$ cat config.mk
export PLATFORM = sky130hd
export DESIGN_NAME = exe_mem_issue
export DESIGN_NICKNAME = d
export VERILOG_FILES = /design/src/rtl/exe_mem_issue_pkg.sv /design/src/rtl/mem_req_fifo.sv /design/src/rtl/exe_mem_issue.sv
export SDC_FILE = /design/constraint.sdc
export NUM_CORES = 1
export LEC_CHECK = 0
export ABC_AREA = 1
export CAP_MARGIN = 20
export CORE_MARGIN = 3
export CORE_UTILIZATION = 39
export DETAILED_ROUTE_END_ITERATION = 8
export GPL_TIMING_DRIVEN = 1
export MAX_ROUTING_LAYER = met4
export PLACE_DENSITY = 0.83
export RECOVER_POWER = 100
export SLEW_MARGIN = 20
export SYNTH_ARGS = -nofsm -noshare
export SYNTH_HDL_FRONTEND = slang
export SYNTH_SLANG_ARGS = --single-unit
$ cat constraint.sdc
create_clock -name clk -period 2.45 [get_ports clk]
set_input_delay 0.3675 -clock clk [delete_from_list [all_inputs] [get_ports clk]]
set_output_delay 0.3675 -clock clk [all_outputs]
set_load 0.1 [all_outputs]
$ cat src/rtl/exe_mem_issue_pkg.sv
// Shared definitions for the memory-issue stage: access-size encodings and the
// layout of one outstanding-request entry held in the response-ordering queue.
package exe_mem_issue_pkg;

    typedef enum logic [1:0] {
        SZ_B = 2'd0,
        SZ_H = 2'd1,
        SZ_W = 2'd2,
        SZ_D = 2'd3
    } size_e;

    // Offset is sized for the widest bus (64 bits -> 8 byte lanes).
    localparam int OFF_MAX_W = 3;

    typedef struct packed {
        logic                 cancel;
        logic                 ld;
        logic [1:0]           size;
        logic                 sext;
        logic [OFF_MAX_W-1:0] offset;
        logic [4:0]           rd;
    } mem_entry_t;

    localparam int ENTRY_W    = $bits(mem_entry_t);
    localparam int CANCEL_BIT = ENTRY_W - 1;

    function automatic logic [3:0] size_bytes(input logic [1:0] size);
        return 4'd1 << size;
    endfunction

endpackage

$ cat src/rtl/mem_req_fifo.sv
// In-order queue of outstanding memory requests. A mark pulse sets one flag bit
// (MARK_BIT) in every occupied slot, used to cancel everything in flight at once.
module mem_req_fifo #(
    parameter int DEPTH    = 4,
    parameter int ENTRY_W  = 13,
    parameter int MARK_BIT = ENTRY_W - 1
) (
    input  logic                       clk,
    input  logic                       resetn,
    input  logic                       push,
    input  logic [ENTRY_W-1:0]         push_data,
    input  logic                       pop,
    input  logic                       mark,
    output logic [ENTRY_W-1:0]         head,
    output logic [$clog2(DEPTH+1)-1:0] count,
    output logic                       full,
    output logic                       empty
);

    localparam int PTR_W = $clog2(DEPTH);
    localparam int CNT_W = $clog2(DEPTH + 1);

    logic [ENTRY_W-1:0] mem [DEPTH];
    logic [PTR_W-1:0]   wr_ptr;
    logic [PTR_W-1:0]   rd_ptr;
    logic [CNT_W-1:0]   cnt;
    logic [DEPTH-1:0]   slot_valid;
    logic               do_push;
    logic               do_pop;

    assign full    = (cnt == CNT_W'(DEPTH));
    assign empty   = (cnt == '0);
    assign do_push = push & ~full;
    assign do_pop  = pop & ~empty;
    assign head    = mem[rd_ptr];
    assign count   = cnt;

    // A slot is occupied when its distance from the read pointer is below the count.
    for (genvar g = 0; g < DEPTH; g++) begin : g_slot
        logic [PTR_W-1:0] rel;
        assign rel           = PTR_W'(g) - rd_ptr;
        assign slot_valid[g] = (CNT_W'(rel) < cnt);
    end

    always_ff @(posedge clk or negedge resetn) begin
        if (!resetn) begin
            // NOTE: the storage array is reset too, so in-flight entries are really
            // gone after reset rather than lingering behind cleared pointers.
            for (int i = 0; i < DEPTH; i++) mem[i] <= '0;
            wr_ptr <= '0;
            rd_ptr <= '0;
            cnt    <= '0;
        end else begin
            // NOTE: non-blocking assignments throughout so every register samples
            // pre-edge values regardless of statement order.
            for (int i = 0; i < DEPTH; i++) begin
                if (mark && slot_valid[i]) mem[i][MARK_BIT] <= 1'b1;
            end
            if (do_push) begin
                mem[wr_ptr] <= push_data;
                wr_ptr      <= wr_ptr + 1'b1;
            end
            if (do_pop) rd_ptr <= rd_ptr + 1'b1;
            cnt <= cnt + CNT_W'(do_push) - CNT_W'(do_pop);
        end
    end

endmodule

$ cat src/rtl/exe_mem_issue.sv
// Execute-stage memory issue: alignment check, bus request formation, in-order
// response tracking with flush cancel. Define MEM_ISSUE_STAT_EN for statistics counters.
module exe_mem_issue
    import exe_mem_issue_pkg::*;
#(
    parameter int DATA_W = 32,
    parameter int DEPTH  = 4
) (
    input  logic                       clk,
    input  logic                       resetn,
    input  logic                       in_valid,
    output logic                       in_ready,
    input  logic                       in_ld,
    input  logic                       in_st,
    input  logic [1:0]                 in_size,
    input  logic                       in_sext,
    input  logic [31:0]                in_paddr,
    input  logic [DATA_W-1:0]          in_wdata,
    input  logic [4:0]                 in_rd,
    input  logic                       flush,
    output logic                       ale,
    output logic                       req,
    output logic                       req_wr,
    output logic [1:0]                 req_size,
    output logic [DATA_W/8-1:0]        req_wstrb,
    output logic [31:0]                req_addr,
    output logic [DATA_W-1:0]          req_wdata,
    input  logic                       req_addr_ok,
    input  logic                       data_ok,
    input  logic [DATA_W-1:0]          rdata,
    output logic                       resp_valid,
    output logic [DATA_W-1:0]          resp_data,
    output logic [4:0]                 resp_rd,
    output logic                       resp_ld,
    output logic [$clog2(DEPTH+1)-1:0] outstanding,
    output logic                       proto_err,
    output logic [31:0]                stat_issued,
    output logic [31:0]                stat_cancel
);

    localparam int NB    = DATA_W / 8;
    localparam int OFF_W = $clog2(NB);

    logic              is_mem;
    logic [3:0]        bytes;
    logic [2:0]        align_mask;
    logic              misaligned;
    logic [OFF_W-1:0]  offset;
    logic              full;
    logic              empty;
    logic              push;
    logic              pop;
    logic              drop_head;
    logic              proto_err_q;
    mem_entry_t        push_entry;
    mem_entry_t        head;
    logic [DATA_W-1:0] shifted;
    logic [DATA_W-1:0] keep;
    logic              sign;

    assign is_mem     = in_ld | in_st;
    assign bytes      = size_bytes(in_size);
    assign align_mask = 3'(bytes - 4'd1);
    assign misaligned = |(in_paddr[2:0] & align_mask);
    assign offset     = in_paddr[OFF_W-1:0];

    // Everything outward-facing is gated by resetn so it reads 0 while held in reset.
    assign req      = resetn & in_valid & is_mem & ~misaligned & ~full & ~flush;
    assign push     = req & req_addr_ok;
    assign ale      = resetn & in_valid & is_mem & misaligned & ~flush;
    assign in_ready = resetn & ~flush & (~is_mem | misaligned | push);

    assign req_wr    = in_st;
    assign req_size  = in_size;
    assign req_addr  = in_paddr;
    assign req_wstrb = NB'((16'd1 << bytes) - 16'd1) << offset;

    always_comb begin
        // NOTE: default assignment first so no path leaves the output unassigned,
        // which would otherwise infer a latch.
        req_wdata = in_wdata;
        case (size_e'(in_size))
            SZ_B:    req_wdata = {NB{in_wdata[7:0]}};
            SZ_H:    req_wdata = {(NB/2){in_wdata[15:0]}};
            SZ_W:    req_wdata = {(NB/4){in_wdata[31:0]}};
            default: ;
        endcase
    end

    assign push_entry = '{cancel: 1'b0, ld: in_ld, size: in_size, sext: in_sext,
                          offset: 3'(offset), rd: in_rd};

    mem_req_fifo #(
        .DEPTH    (DEPTH),
        .ENTRY_W  (ENTRY_W),
        .MARK_BIT (CANCEL_BIT)
    ) u_fifo (
        .clk       (clk),
        .resetn    (resetn),
        .push      (push),
        .push_data (push_entry),
        .pop       (pop),
        .mark      (flush),
        .head      (head),
        .count     (outstanding),
        .full      (full),
        .empty     (empty)
    );

    // A flush arriving with data_ok drops the head just like an already-cancelled one.
    assign pop        = data_ok & ~empty;
    assign drop_head  = head.cancel | flush;
    assign resp_valid = resetn & pop & ~drop_head;
    assign resp_rd    = head.rd;
    assign resp_ld    = head.ld;

    always_comb begin
        shifted = rdata >> {head.offset, 3'b000};
        keep    = '1;
        sign    = 1'b0;
        case (size_e'(head.size))
            SZ_B: begin keep = DATA_W'(8'hFF);         sign = shifted[7];  end
            SZ_H: begin keep = DATA_W'(16'hFFFF);      sign = shifted[15]; end
            SZ_W: begin keep = DATA_W'(32'hFFFF_FFFF); sign = shifted[31]; end
            default: ;
        endcase
        resp_data = '0;
        if (head.ld) resp_data = (shifted & keep) | ((head.sext & sign) ? ~keep : '0);
    end

    always_ff @(posedge clk or negedge resetn) begin
        if (!resetn)              proto_err_q <= 1'b0;
        else if (data_ok && empty) proto_err_q <= 1'b1;
    end
    assign proto_err = proto_err_q;

`ifdef MEM_ISSUE_STAT_EN
    logic [31:0] issued_q;
    logic [31:0] cancel_q;

    always_ff @(posedge clk or negedge resetn) begin
        if (!resetn) begin
            issued_q <= '0;
            cancel_q <= '0;
        end else begin
            if (push)              issued_q <= issued_q + 32'd1;
            if (pop && drop_head)  cancel_q <= cancel_q + 32'd1;
        end
    end
    assign stat_issued = issued_q;
    assign stat_cancel = cancel_q;
`else
    assign stat_issued = '0;
    assign stat_cancel = '0;
`endif

endmodule

[Word-level counts from Yosys, hierarchy flattened]
Index checks and enable logic that the tools add are counted.
Storage, ports and cells
  bits in registers: 60
  input bits: 112
  output and inout bits: 181
  word-level logic and storage cells: 95
Cells by class
  $add $sub $neg: 10
  order comparisons: 7
  equal/unequal tests: 4
  shift operators: 4
  mux-type cells: 16
  bitwise operators: 32
  reduce and logical (&&, ||, !) cells: 10
Operator list (number)
  32-bit case mux with 2 select lines: 2
  32-bit two-way mux: 2
  52-bit bitwise mux: 1
  52-bit two-way mux: 1
  13-bit two-way mux: 3
  32-bit AND: 1
  32-bit inverter: 1
  32-bit bitwise OR: 1
  32-bit by 6-bit right shift with 32-bit output: 1
  13-bit binary-select mux with 2-bit select: 1
  13-bit demux with 2-bit select: 1
  1-bit AND: 16
  2-bit by 3-bit less-than comparator with 1-bit output: 4
  3-bit greater-or-equal comparator (second input constant): 2
  1-bit logical AND: 6
  1-bit inverter: 6
  2-bit inverter with 3-bit output: 2
  2-bit by 1-bit adder with 2-bit output (second input constant): 2
  2-bit by 1-bit equality test with 1-bit output (second input constant): 2
  2-bit logical NOT: 2
  1-bit two-way mux: 4
  1-bit bitwise OR: 4
  1-bit by 2-bit left shift with 4-bit output (first input constant): 1
  1-bit by 4-bit left shift with 4-bit output (first input constant): 1
  14 further kinds: 16

[Logic depth before layout (Yosys ltp)]
  depth after elaboration: 12
  gate-level depth with buffers: 16
  gate-level depth less buffers: 13

[Modules after synthesis]
From an unflattened synthesis, not the netlist that was laid out.
Unflattened totals
  cell total of the unflattened synthesis: 741
  area, all modules: 5134.9 µm²
Modules (own cells, without submodules)
  mem_req_fifo: times used 1, cells an instance 343, area an instance 2922.8 µm², sequential area each 1476.4 µm²
  exe_mem_issue: times used 1, cells an instance 398, area an instance 2212.1 µm², sequential area each 25.0 µm²

[Worst setup path before layout]
No wires, ideal clock.
  kind: register to output
  start: register u_fifo.cnt[1], in the netlist u_fifo.count[1]
  end: output resp_valid
  data arrival time: 5967 ps
  data required time: 2082 ps
  setup slack: -3885 ps
  cell stages (with the launch flop): 3
  cells stage by stage: dfrtp_1 -> o31ai_1 -> a2111oi_0
On the way
  cells in the longest elaborated chain, start to end: 5
Ends and longest elaborated chain
  start: declaration: line mem_req_fifo.sv:26  | logic [CNT_W-1:0] cnt;
  start signal: assignment: line mem_req_fifo.sv:64  | cnt <= cnt + CNT_W'(do_push) - CNT_W'(do_pop);
  3-bit logical NOT: line mem_req_fifo.sv:32  | assign empty = (cnt == '0);
  1-bit inverter: line exe_mem_issue.sv:111  | assign pop = data_ok & ~empty;
  1-bit AND: line exe_mem_issue.sv:111
  1-bit AND (2 in series): line exe_mem_issue.sv:113  | assign resp_valid = resetn & pop & ~drop_head;
  end: declaration: line exe_mem_issue.sv:31  | output logic resp_valid,
No other way between the ends.

[Worst setup path in the final report]
  start: register u_fifo.rd_ptr[0]
  end: output resp_data[16]
On the way
  cells in the longest elaborated chain, start to end: 10
Ends and longest elaborated chain
  start: declaration: line mem_req_fifo.sv:25  | logic [PTR_W-1:0] rd_ptr;
  start signal: assignment: line mem_req_fifo.sv:63  | if (do_pop) rd_ptr <= rd_ptr + 1'b1;
  2-bit inverter with 3-bit output (not written as such) *: line mem_req_fifo.sv:35  | assign head = mem[rd_ptr];
  13-bit binary-select mux with 2-bit select *: line mem_req_fifo.sv:35
  13-bit two-way mux (not written as such) * (2 in series): line mem_req_fifo.sv:35
  32-bit by 6-bit right shift with 32-bit output, or another cell as far along: line exe_mem_issue.sv:118  | shifted = rdata >> {head.offset, 3'b000};
  1-bit case mux with 3 select lines or 32-bit case mux with 2 select lines (tied branches): line exe_mem_issue.sv:121  | case (size_e'(head.size))
  1-bit AND or 32-bit inverter (tied branches): line exe_mem_issue.sv:128  | if (head.ld) resp_data = (shifted & keep) | ((head.sext & sign) ? ~keep : '0);
  32-bit two-way mux: line exe_mem_issue.sv:128
  32-bit bitwise OR: line exe_mem_issue.sv:128
  32-bit two-way mux *: line exe_mem_issue.sv:128
  end: declaration: line exe_mem_issue.sv:32  | output logic [DATA_W-1:0] resp_data,
Mark *: on every way between the ends. The rest lies on a longest branch, timed or not. The select of a mux whose other input is x is not followed.

==> results <==
[timing repair]
action                                  4_1_cts  5_1_grt
pin swaps                                    27       29
endpoints found under the setup margin       62       36
hold endpoints to repair                      0        0
cloned                                        1        0
setup buffers                                16        9
resized for setup                            47       36
[cell usage after synthesis, types with 2 or more instances]
cell / n
inv_2: 5
inv_1: 64
and2_1: 2
nand2_4: 4
nor3_1: 3
nand3_1: 29
buf_6: 5
dfrtp_1: 60
o21ai_0: 80
buf_4: 108
nor2_2: 12
clkinv_1: 2
a22oi_1: 10
buf_2: 8
xor2_1: 4
inv_4: 4
a21oi_1: 30
a311oi_1: 7
nor2_1: 26
o22ai_1: 9
nand2_2: 5
nand2_1: 170
o21ai_1: 5
a31oi_1: 8
clkbuf_1: 13
ha_1: 13
[worst max-delay path: cells and delay by family (launching register included)]
family / cells / cell delay (ns)
AND/OR/NAND/NOR: 8 / 0.86
buffers and inverters: 3 / 0.44
AO/OA/AOI/OAI: 2 / 0.30
flip-flops: 1 / 0.48
[final timing paths]
path / end / depth (start not counted)
setup / recovery: resp_data[16] / 13
hold reg to reg: proto_err$_DFFE_PN0P_ / 1
max in group asynchronous: u_fifo.count[1]$_DFF_PN0_ / 2
setup reg to reg: u_fifo.count[2]$_DFF_PN0_ / 9
min in group asynchronous: asynchronous set/reset pin / 2
hold / removal: proto_err$_DFFE_PN0P_ / 1
[per-stage QoR]
step | setup TNS [ns] | power [uW] | utilization (%)
4_1_cts | -7.33 | 8620 | 71.9
6_report | -8.90 | 9030 | 73.1
2_1_floorplan | -26.55 | 5560 | -
3_3_place_gp | -8.49 | 6950 | 67.1
5_1_grt | -11.73 | 9380 | 73.1
3_5_place_dp | -17.46 | 7090 | 67.1
[power by group through the flow]
stage | registers, uW | clock network [uW] | logic, uW
finish | 1490 | 1180 | 6350
global route | 1520 | 1210 | 6650
CTS | 1470 | 1160 | 5990
detailed placement | 1480 | 0 | 5610
global placement | 1460 | 0 | 5490
floorplan | 1630 | 0 | 3930
[layer usage]
layer,vias to the layer above,global-route usage (%)
met5,-,-
met2,332,43.8
met4,0,11.9
met3,65,4.04
li1,2543,-
met1,2639,27.7
[area by class of cell]
class | instances | area [sq um]
fill | 811 | 3300
sequential | 60 | 1510
inverter | 75 | 315
timing repair buffer | 278 | 3240
clock inverter | 6 | 40.0
clock buffer | 10 | 239
tap | 168 | 210
multi-input combinational | 496 | 3410
[cells by family after synthesis]
group,count (synthesis),synth area share (%)
buf+inv,210,25.1
compound gates,157,18.1
fa+ha+maj,14,3.66
other cells,1,0.0752
simple gates,255,22.1
flops,60,30.1
xor+xnor,5,0.878
[cell usage in the layout, fill, tap and decap left out, types with 18 or more instances in the layout]
cell             synthesis  layout
nand2_1                170     149
buf_4                  108     104
clkdlybuf4s50_1          0      79
buf_12                   0      75
conb_1                   1      64
inv_1                   64      59
dfrtp_1                 60      56
o21ai_0                 80      50
nand3_1                 29      22
nor2_4                   1      21
o21ai_1                  5      18
==> impl_results.md <==
* Number of synthesized flops with an enable pin at 0
* Fin crit share at 114%
* Sequential-to-total area share from yosys stat at 30.1%
* Slew HR at 2.57%
* Via/cell ratio at 5.10
* Setup slack, reg-to-reg at 0.20 ns
* Largest net degree at the start of global routing at 61
* Routed metal-1 wirelength at 6620 um
* Total CTS buffers at 9
* WHS at 0.471 ns
* Clock skew at 0.00558 ns
* Pleak at 0.00414 uW
* Full die area at 14200 sq um
* Number of global-route vias before repair at 5426
* Hold wc startpoint: proto_err$_DFFE_PN0P_
* Die height at 119 um
* Via count at 5579
* Mapped cell area at 4990 sq um
* Worst Setup Start Kind: flop
* NumNets Final at 1046
* CTS Buffer Depth at 2
* WL final at 18800 um
* RSZ-0062 raised after global routing: yes
* Total GRT Usage at 25.0%
* Finished Cell Area at 8960 sq um
* Clock Sinks at 60
* Core Area at 12300 sq um
* Max frequency at 358 MHz
* Die width at 119 um
* Fraction of layout cells with a size suffix above 1 at 38.1%
* CP Class: reg2out
* CTS clk-pin slew, worst paths at 0.05 ns
* Area leader, netlist: dfrtp_1
* Final hold vios at 0
* Pre-Repair DR Iteration Count at 5
* Max-cap check violation count at 0
* Diodes inserted at 0
* Top sig layer: met4
* Clock share of power at 13.1%
* Peak supply drop at 0.462 mV
* Root Driver: clkbuf_16
* Failing checks: negative setup slack
* Status: finished, violations left
* Slowest stage delay, CP at 0.48 ns
* Max-slew violations at 0
* Switch Pwr at 4870 uW
* Int Pwr at 4160 uW
* HP Class: reg2reg
* Post-Place Worst Slack at -0.418 ns
* Netlist cell types at 42
* Worst r2r src: u_fifo.count[2]$_DFF_PN0_
* Post-CTS Hold Fix Bufs at 0
* Placed cell areas at 8230 sq um
* GP Congestion at 0.871
* Fin worst setup slack at -0.342 ns
* GRT Residual Overflow at 0
* Starting density of the core at 40.7%
* Sequential power share at 16.5%
* Std cell rows at 40
* First-pass GRT wire length at 27700 um
* Initial antenna violation count at 0
* Average wire per standard cell at 17.2 um
* Metal3 WL at 1530 um
* Cell breakdown of the critical path: buf_4 -> nand2_4 -> nor2_1 -> a21oi_4 -> nand2_4 -> inv_4 -> nand2_2 -> a21oi_2 -> nand3_2 -> nand2_4 -> nand2_8 -> nor2_4 -> buf_12
* Routed Antenna Nets at 0
* Synth area leaders: dfrtp_1, buf_4, nand2_1
* Share of the synthesized area in the top cell type at 30.1%
* PortBufs at 170
* Synth Area per Inst at 7.11 sq um
* Synthesis-to-layout area growth at 79.6%
* Slowest-stage cell, CP: dfrtp_2
* Cells after DPL at 1051
* Worst slew pin tran at 1.46 ns
* Post-detail-place hpwl at 13400 um
* # DRC at 0
* CP required at 2.08 ns
* Crit path max fanout at 8
* Met2 wire len at 9980 um
* Finished Layout Cells at 1093
* H-tree levels at 3
* Min cycle time layout at 2.79 ns
* Yosys warning total at 0
* Most used cell, CP: nand2_4
* Skew-Pair Late Insertion Delay at 0.34 ns
* CTS tree: built
* Syn Inst Count at 702
* Initial drt markers at 573
* I/O pins at 293
* Final setup viols at 32
* Crit path from: u_fifo.rd_ptr[0]$_DFFE_PN0P_
* Sw Share at 54.0%
* Asr flop ratio synth at 100%
* Synth Register Bits at 60
* Pwr Density at 1010 nW/um^2
* Main synth FF type: dfrtp_1
* Combinational power share at 70.4%
* CP endpoint kind: output pin
* Crit path DAT at 2.42 ns
(Power assumes the default switching activity.)
